--- src/rtl/pbkdf2_f_ctrl_if.sv ---
// Job, derived-key and HMAC-engine handshake bundle for pbkdf2_f_ctrl.
// master = the controller, slave = its environment.
interface pbkdf2_f_ctrl_if #(
  parameter int WIDTH_P      = 256,
  parameter int ITER_WIDTH_P = 32
);
  logic                    v_i;
  logic                    r_o;
  logic [WIDTH_P-1:0]      prf_i;
  logic [WIDTH_P-1:0]      salt_i;
  logic [ITER_WIDTH_P-1:0] iter_i;
  logic                    v_o;
  logic                    r_i;
  logic [WIDTH_P-1:0]      dk_o;
  logic                    hmac_v_o;
  logic                    hmac_r_i;
  logic [WIDTH_P-1:0]      hmac_key_o;
  logic [WIDTH_P-1:0]      hmac_msg_o;
  logic                    hmac_v_i;
  logic [WIDTH_P-1:0]      hmac_prf_i;
  logic                    hmac_yumi_o;

  modport master (
    input  v_i, prf_i, salt_i, iter_i, r_i,
    input  hmac_r_i, hmac_v_i, hmac_prf_i,
    output r_o, v_o, dk_o,
    output hmac_v_o, hmac_key_o, hmac_msg_o, hmac_yumi_o
  );

  modport slave (
    output v_i, prf_i, salt_i, iter_i, r_i,
    output hmac_r_i, hmac_v_i, hmac_prf_i,
    input  r_o, v_o, dk_o,
    input  hmac_v_o, hmac_key_o, hmac_msg_o, hmac_yumi_o
  );
endinterface

--- src/rtl/pbkdf2_f_ctrl.sv ---
// PBKDF2 F-function sequencer: T = U1 ^ ... ^ Uc via an external HMAC engine.
// Defining PBKDF2_ABORT_EN adds the abort_i port and the DRAIN state.
module pbkdf2_f_ctrl #(
  parameter int WIDTH_P      = 256,
  parameter int ITER_WIDTH_P = 32
) (
  input logic             clk_i,
  input logic             rst_i,
`ifdef PBKDF2_ABORT_EN
  input logic             abort_i,
`endif
  pbkdf2_f_ctrl_if.master bus
);
  typedef enum logic [2:0] {
    IDLE, ISSUE, WAIT, DONE, DRAIN
  } state_e;

  localparam logic [ITER_WIDTH_P-1:0] ONE =
    ITER_WIDTH_P'(1);

  state_e                  r_state;
  state_e                  w_state_nxt;
  logic [WIDTH_P-1:0]      r_key;
  logic [WIDTH_P-1:0]      r_salt;
  logic [WIDTH_P-1:0]      r_u;
  logic [WIDTH_P-1:0]      r_acc;
  logic [ITER_WIDTH_P-1:0] r_cnt;
  logic                    r_first;
  logic                    w_accept;
  logic                    w_consume;

  always_ff @(posedge clk_i or posedge rst_i) begin
    if (rst_i) r_state <= IDLE;
    else       r_state <= w_state_nxt;
  end

  always_comb begin
    w_state_nxt = r_state;
    w_accept    = 1'b0;
    w_consume   = 1'b0;
    unique case (r_state)
      IDLE: begin
        if (bus.v_i) begin
          w_accept    = 1'b1;
          w_state_nxt = ISSUE;
        end
      end
      ISSUE: begin
        if (bus.hmac_r_i) w_state_nxt = WAIT;
      end
      WAIT: begin
        if (bus.hmac_v_i) begin
          w_consume   = 1'b1;
          w_state_nxt = (r_cnt == ONE) ? DONE : ISSUE;
        end
      end
      DONE: begin
        if (bus.r_i) w_state_nxt = IDLE;
      end
      DRAIN: begin
        if (bus.hmac_v_i) w_state_nxt = IDLE;
      end
      default: w_state_nxt = IDLE;
    endcase
`ifdef PBKDF2_ABORT_EN
    // A request accepted in the abort cycle is still owed a result: drain it.
    if (abort_i) begin
      unique case (r_state)
        ISSUE: w_state_nxt = bus.hmac_r_i ? DRAIN : IDLE;
        WAIT: begin
          w_consume   = 1'b0;
          w_state_nxt = bus.hmac_v_i ? IDLE : DRAIN;
        end
        DONE:    w_state_nxt = IDLE;
        default: ;
      endcase
    end
`endif
  end

  always_ff @(posedge clk_i or posedge rst_i) begin
    if (rst_i) begin
      r_key   <= '0;
      r_salt  <= '0;
      r_u     <= '0;
      r_acc   <= '0;
      r_cnt   <= '0;
      r_first <= 1'b0;
    end else begin
      if (w_accept) begin
        r_key   <= bus.prf_i;
        r_salt  <= bus.salt_i;
        r_cnt   <= (bus.iter_i == '0) ? ONE : bus.iter_i;
        r_first <= 1'b1;
      end
      if (w_consume) begin
        r_u     <= bus.hmac_prf_i;
        r_acc   <= r_first ? bus.hmac_prf_i
                           : r_acc ^ bus.hmac_prf_i;
        r_cnt   <= r_cnt - ONE;
        r_first <= 1'b0;
      end
    end
  end

  assign bus.r_o         = (r_state == IDLE);
  assign bus.v_o         = (r_state == DONE);
  assign bus.dk_o        = r_acc;
  assign bus.hmac_v_o    = (r_state == ISSUE);
  assign bus.hmac_key_o  = r_key;
  assign bus.hmac_msg_o  = r_first ? r_salt : r_u;
  assign bus.hmac_yumi_o = bus.hmac_v_i &
    ((r_state == WAIT) || (r_state == DRAIN));
endmodule

--- src/flat_wrapper.sv ---
// flat-port wrapper written by rule: the top's interface ports become plain ports
module pbkdf2_f_ctrl_flat 
#(
  parameter int WIDTH_P      = 256,
  parameter int ITER_WIDTH_P = 32
)
  (clk_i, rst_i, bus_v_i, bus_prf_i, bus_salt_i, bus_iter_i, bus_r_i, bus_hmac_r_i, bus_hmac_v_i, bus_hmac_prf_i, bus_r_o, bus_v_o, bus_dk_o, bus_hmac_v_o, bus_hmac_key_o, bus_hmac_msg_o, bus_hmac_yumi_o);
  pbkdf2_f_ctrl_if #(.WIDTH_P(WIDTH_P), .ITER_WIDTH_P(ITER_WIDTH_P)) bus_i ();
  input logic clk_i;
  input logic rst_i;
  input wire logic [$bits(bus_i.v_i)-1:0] bus_v_i;
  input wire logic [$bits(bus_i.prf_i)-1:0] bus_prf_i;
  input wire logic [$bits(bus_i.salt_i)-1:0] bus_salt_i;
  input wire logic [$bits(bus_i.iter_i)-1:0] bus_iter_i;
  input wire logic [$bits(bus_i.r_i)-1:0] bus_r_i;
  input wire logic [$bits(bus_i.hmac_r_i)-1:0] bus_hmac_r_i;
  input wire logic [$bits(bus_i.hmac_v_i)-1:0] bus_hmac_v_i;
  input wire logic [$bits(bus_i.hmac_prf_i)-1:0] bus_hmac_prf_i;
  output wire logic [$bits(bus_i.r_o)-1:0] bus_r_o;
  output wire logic [$bits(bus_i.v_o)-1:0] bus_v_o;
  output wire logic [$bits(bus_i.dk_o)-1:0] bus_dk_o;
  output wire logic [$bits(bus_i.hmac_v_o)-1:0] bus_hmac_v_o;
  output wire logic [$bits(bus_i.hmac_key_o)-1:0] bus_hmac_key_o;
  output wire logic [$bits(bus_i.hmac_msg_o)-1:0] bus_hmac_msg_o;
  output wire logic [$bits(bus_i.hmac_yumi_o)-1:0] bus_hmac_yumi_o;
  assign bus_i.v_i = bus_v_i;
  assign bus_i.prf_i = bus_prf_i;
  assign bus_i.salt_i = bus_salt_i;
  assign bus_i.iter_i = bus_iter_i;
  assign bus_i.r_i = bus_r_i;
  assign bus_i.hmac_r_i = bus_hmac_r_i;
  assign bus_i.hmac_v_i = bus_hmac_v_i;
  assign bus_i.hmac_prf_i = bus_hmac_prf_i;
  assign bus_r_o = bus_i.r_o;
  assign bus_v_o = bus_i.v_o;
  assign bus_dk_o = bus_i.dk_o;
  assign bus_hmac_v_o = bus_i.hmac_v_o;
  assign bus_hmac_key_o = bus_i.hmac_key_o;
  assign bus_hmac_msg_o = bus_i.hmac_msg_o;
  assign bus_hmac_yumi_o = bus_i.hmac_yumi_o;
  pbkdf2_f_ctrl #(.WIDTH_P(WIDTH_P), .ITER_WIDTH_P(ITER_WIDTH_P)) u_core (.clk_i(clk_i), .rst_i(rst_i), .bus(bus_i));
endmodule
--- config.mk ---
export PLATFORM = sky130hd
export DESIGN_NAME = pbkdf2_f_ctrl_flat
export DESIGN_NICKNAME = d
export VERILOG_FILES = /design/src/rtl/pbkdf2_f_ctrl_if.sv /design/src/rtl/pbkdf2_f_ctrl.sv /design/src/flat_wrapper.sv
export SDC_FILE = /design/constraint.sdc
export NUM_CORES = 2
export LEC_CHECK = 0
export CAP_MARGIN = 20
export CORE_AREA = 3 3 621 623
export DETAILED_ROUTE_END_ITERATION = 10
export DIE_AREA = 0 0 624 626
export PLACE_DENSITY = 0.3
export SYNTH_ARGS = -nofsm -noshare
export SYNTH_HDL_FRONTEND = slang
export SYNTH_SLANG_ARGS = --single-unit
export TNS_END_PERCENT = 50
--- constraint.sdc ---
create_clock -name clk_i -period 53.1 [get_ports clk_i]
set_input_delay 13.275 -clock clk_i [delete_from_list [all_inputs] [get_ports clk_i]]
set_output_delay 13.275 -clock clk_i [all_outputs]
set_load 0.03 [all_outputs]
==> flow_metrics.tcl <==
set metrics [dict create \
    ys_ff_latch 1059 \
    clock_path_buffers 4 \
    synth_cell_types 50 \
    final.setup_skew_ns 0.0442 \
    final_area_mm2 0.0716 \
    synthArstFlopShare 1.00 \
    cts_resized 0 \
    synthesis.nets 5697 \
    worst_pin_slew_ns 1.09 \
    fin_crit_ns 28.85 \
    cp.arrival_ns 15.58 \
    cts-root-buf "clkbuf_16" \
    syn_avg_cell_area_um2 9.19 \
    drc 0 \
    antenna_found_initial 192 \
    setup_viol 0 \
    seq_area_frac_synth 0.590 \
    crit_fanout 71 \
    coreArea_mm2 0.381 \
    cts_hold_buf 0 \
    worst_path_max_delay_cell "clkdlybuf4s50_1" \
    tritoncts "yes" \
    rsz0062_at_grt "false" \
    synth-edff-count 0 \
    final.setup.worst_slack_ns 24.25 \
    routed_via_density 3.68 \
    critPathKind "in2out" \
    period_share 0.543 \
    num_io_pins 1578 \
    place_ws_ns 24.22 \
    num_vias 42600 \
    critPathLaunchType "primary input" \
    cap_violations 0 \
    critPathTopFamily "buffers and inverters" \
    synthCells 4889 \
    placedCellCount 11300 \
    synth_top_area_share 0.590 \
    p_leak_uw 0.0314 \
    grt.total_usage 0.152 \
    fmax_mhz 34.7 \
    timing.setup.tns_ns 0 \
    maxSlewViolCount 0 \
    layout_common_cells "nand2_1 (2333), clkdlybuf4s50_1 (1577), dfrtp_1 (1058), nor2_1 (281)" \
    dp_hpwl_um 235000 \
    overflow 0 \
    die_h_um 626 \
    critPathRequiredTime_ns 39.83 \
    num_rows 227 \
    clk_pin_slew_ns 0.05 \
    yosysWarningCount 0 \
    critPathCaptureType "output pin" \
    die_x_um 624 \
    cpPeakStageDelay_ns 0.78 \
    worstPathCellList "clkdlybuf4s50_1 > nand3b_1 > buf_4 > inv_8 > clkdlybuf4s50_1" \
    dpl_cell_area_mm2 0.0664 \
    power_density_mw_per_mm2 66.2 \
    synth_flop_cell "dfrtp_1" \
    whs_ns 0.465 \
    max_slew_margin 0.273 \
    synth_top_area_cell "dfrtp_1" \
    postCtsSetupBuffers 0 \
    grt_max_degree 136 \
    clk_latency_ns 0.84 \
    worst-path-buf-inv 4 \
    drt_wl_total_um 308000 \
    final_common_cell "nand2_1" \
    dieArea_mm2 0.391 \
    synth.area.top_cells "dfrtp_1 (59%), nand2_1 (20%), mux2_2 (6.4%)" \
    start_util 0.118 \
    worst-r2r-setup-slack_ns 48.08 \
    drtIter0Drc 2744 \
    hp-class "reg2reg" \
    nNetsFinal 7207 \
    cts_inserted_buffers 162 \
    place.port_buffers 1577 \
    peakVddDrop_v 0.0000368 \
    clkSinkCount 1059 \
    hold_violations 0 \
    fin_cells 11600 \
    globalplace.congestion 0.869 \
    first_global_vias 42900 \
    drive_gt1_frac 0.0871 \
    grt_pass1_wl_um 409000 \
    antenna_left 0 \
    status "finished, final reports clean" \
    cts.htree.levels 4 \
    routedWlPerCell_um 26.6 \
    drt_first_pass_iters 6 \
    area_delta_synth_final_pct 59.4 \
    syn-cell-area_mm2 0.0449 \
    cpMostUsedCell "clkdlybuf4s50_1" \
]
==> cell type report <==
class,count,area [um2]
clock buffer,238,4710
clock inverter,35,352
fill,42200,310000
tap,5038,6300
antenna,24,60.1
multi-input combinational,3527,17300
timing repair buffer,1640,16300
sequential,1059,26500
inverter,9,48.8
==> tightest hold or removal path, cell delays in order, from the launching register on <==
cell	delay, ns
dfrtp_1	0.33
nand2_1	0.05
nand2_1	0.05
==> sequential cells by signal, summed over array words and instances, names as in the netlist <==
signal,cells
u_core.r_salt,256
u_core.r_state,2
u_core.r_first,1
u_core.r_u,256
u_core.r_cnt,32
u_core.bus.hmac_key_o,256
u_core.bus.dk_o,256
==> cell usage after synthesis (3+ instances only) <==
cell type  instances
buf_1             21
a22oi_1            3
a221o_1            4
nand4_1            5
o21ai_0            9
mux2_2           256
a311oi_1         262
nor2_1           282
o211ai_1           9
clkbuf_1         270
a21oi_1          262
dfrtp_1         1059
nand3_1           15
o22ai_1            3
inv_1              9
nand2_1         2335
or4_4              3
o311ai_0           8
nor3_1            12
nor4_1            18
and2_1             3
==> where the power goes <==
group / internal, uW / switching (uW)
combinational: 819 / 1440
sequential: 1140 / 277
clock: 623 / 441
==> kinds of logic after synthesis <==
kind of cell,after synthesis,share of synthesized area
AOI/OAI and AO/OA,574,0.0889
xor gates and xnor gates,2,0.000390
adders and majority gates,2,0.000557
buffers and inverters,303,0.0259
DFF,1059,0.590
muxes,257,0.0644
and+or+nand+nor,2692,0.230
==> metal layers <==
metal / vias up / wire (um) / track usage
li1: 19200 / - / -
met1: 21400 / 125000 / 0.183
met2: 1471 / 154000 / 0.269
met3: 510 / 20100 / 0.0401
met4: 46 / 7650 / 0.0330
met5: - / 307 / 0
==> final timing paths <==
path,end,depth (start not counted),from
max,bus_hmac_yumi_o,5,bus_hmac_v_i
min in group asynchronous,u_core.r_salt[213],2,rst_i
max in group asynchronous,u_core.r_salt[78],6,rst_i
min reg2reg,u_core.r_salt[217],2,u_core.r_salt[217]
min,u_core.r_salt[217],2,u_core.r_salt[217]
max reg2reg,u_core.bus.dk_o[158],9,u_core.r_state[0]
==> stage by stage <==
step | power, uW | utilization
2_1_floorplan | 2550 | -
3_3_place_gp | 3740 | 0.174
3_5_place_dp | 3740 | 0.174
4_1_cts | 4860 | 0.187
5_1_grt | 5030 | 0.188
6_report | 4740 | 0.188
(Power assumes the default switching activity.)
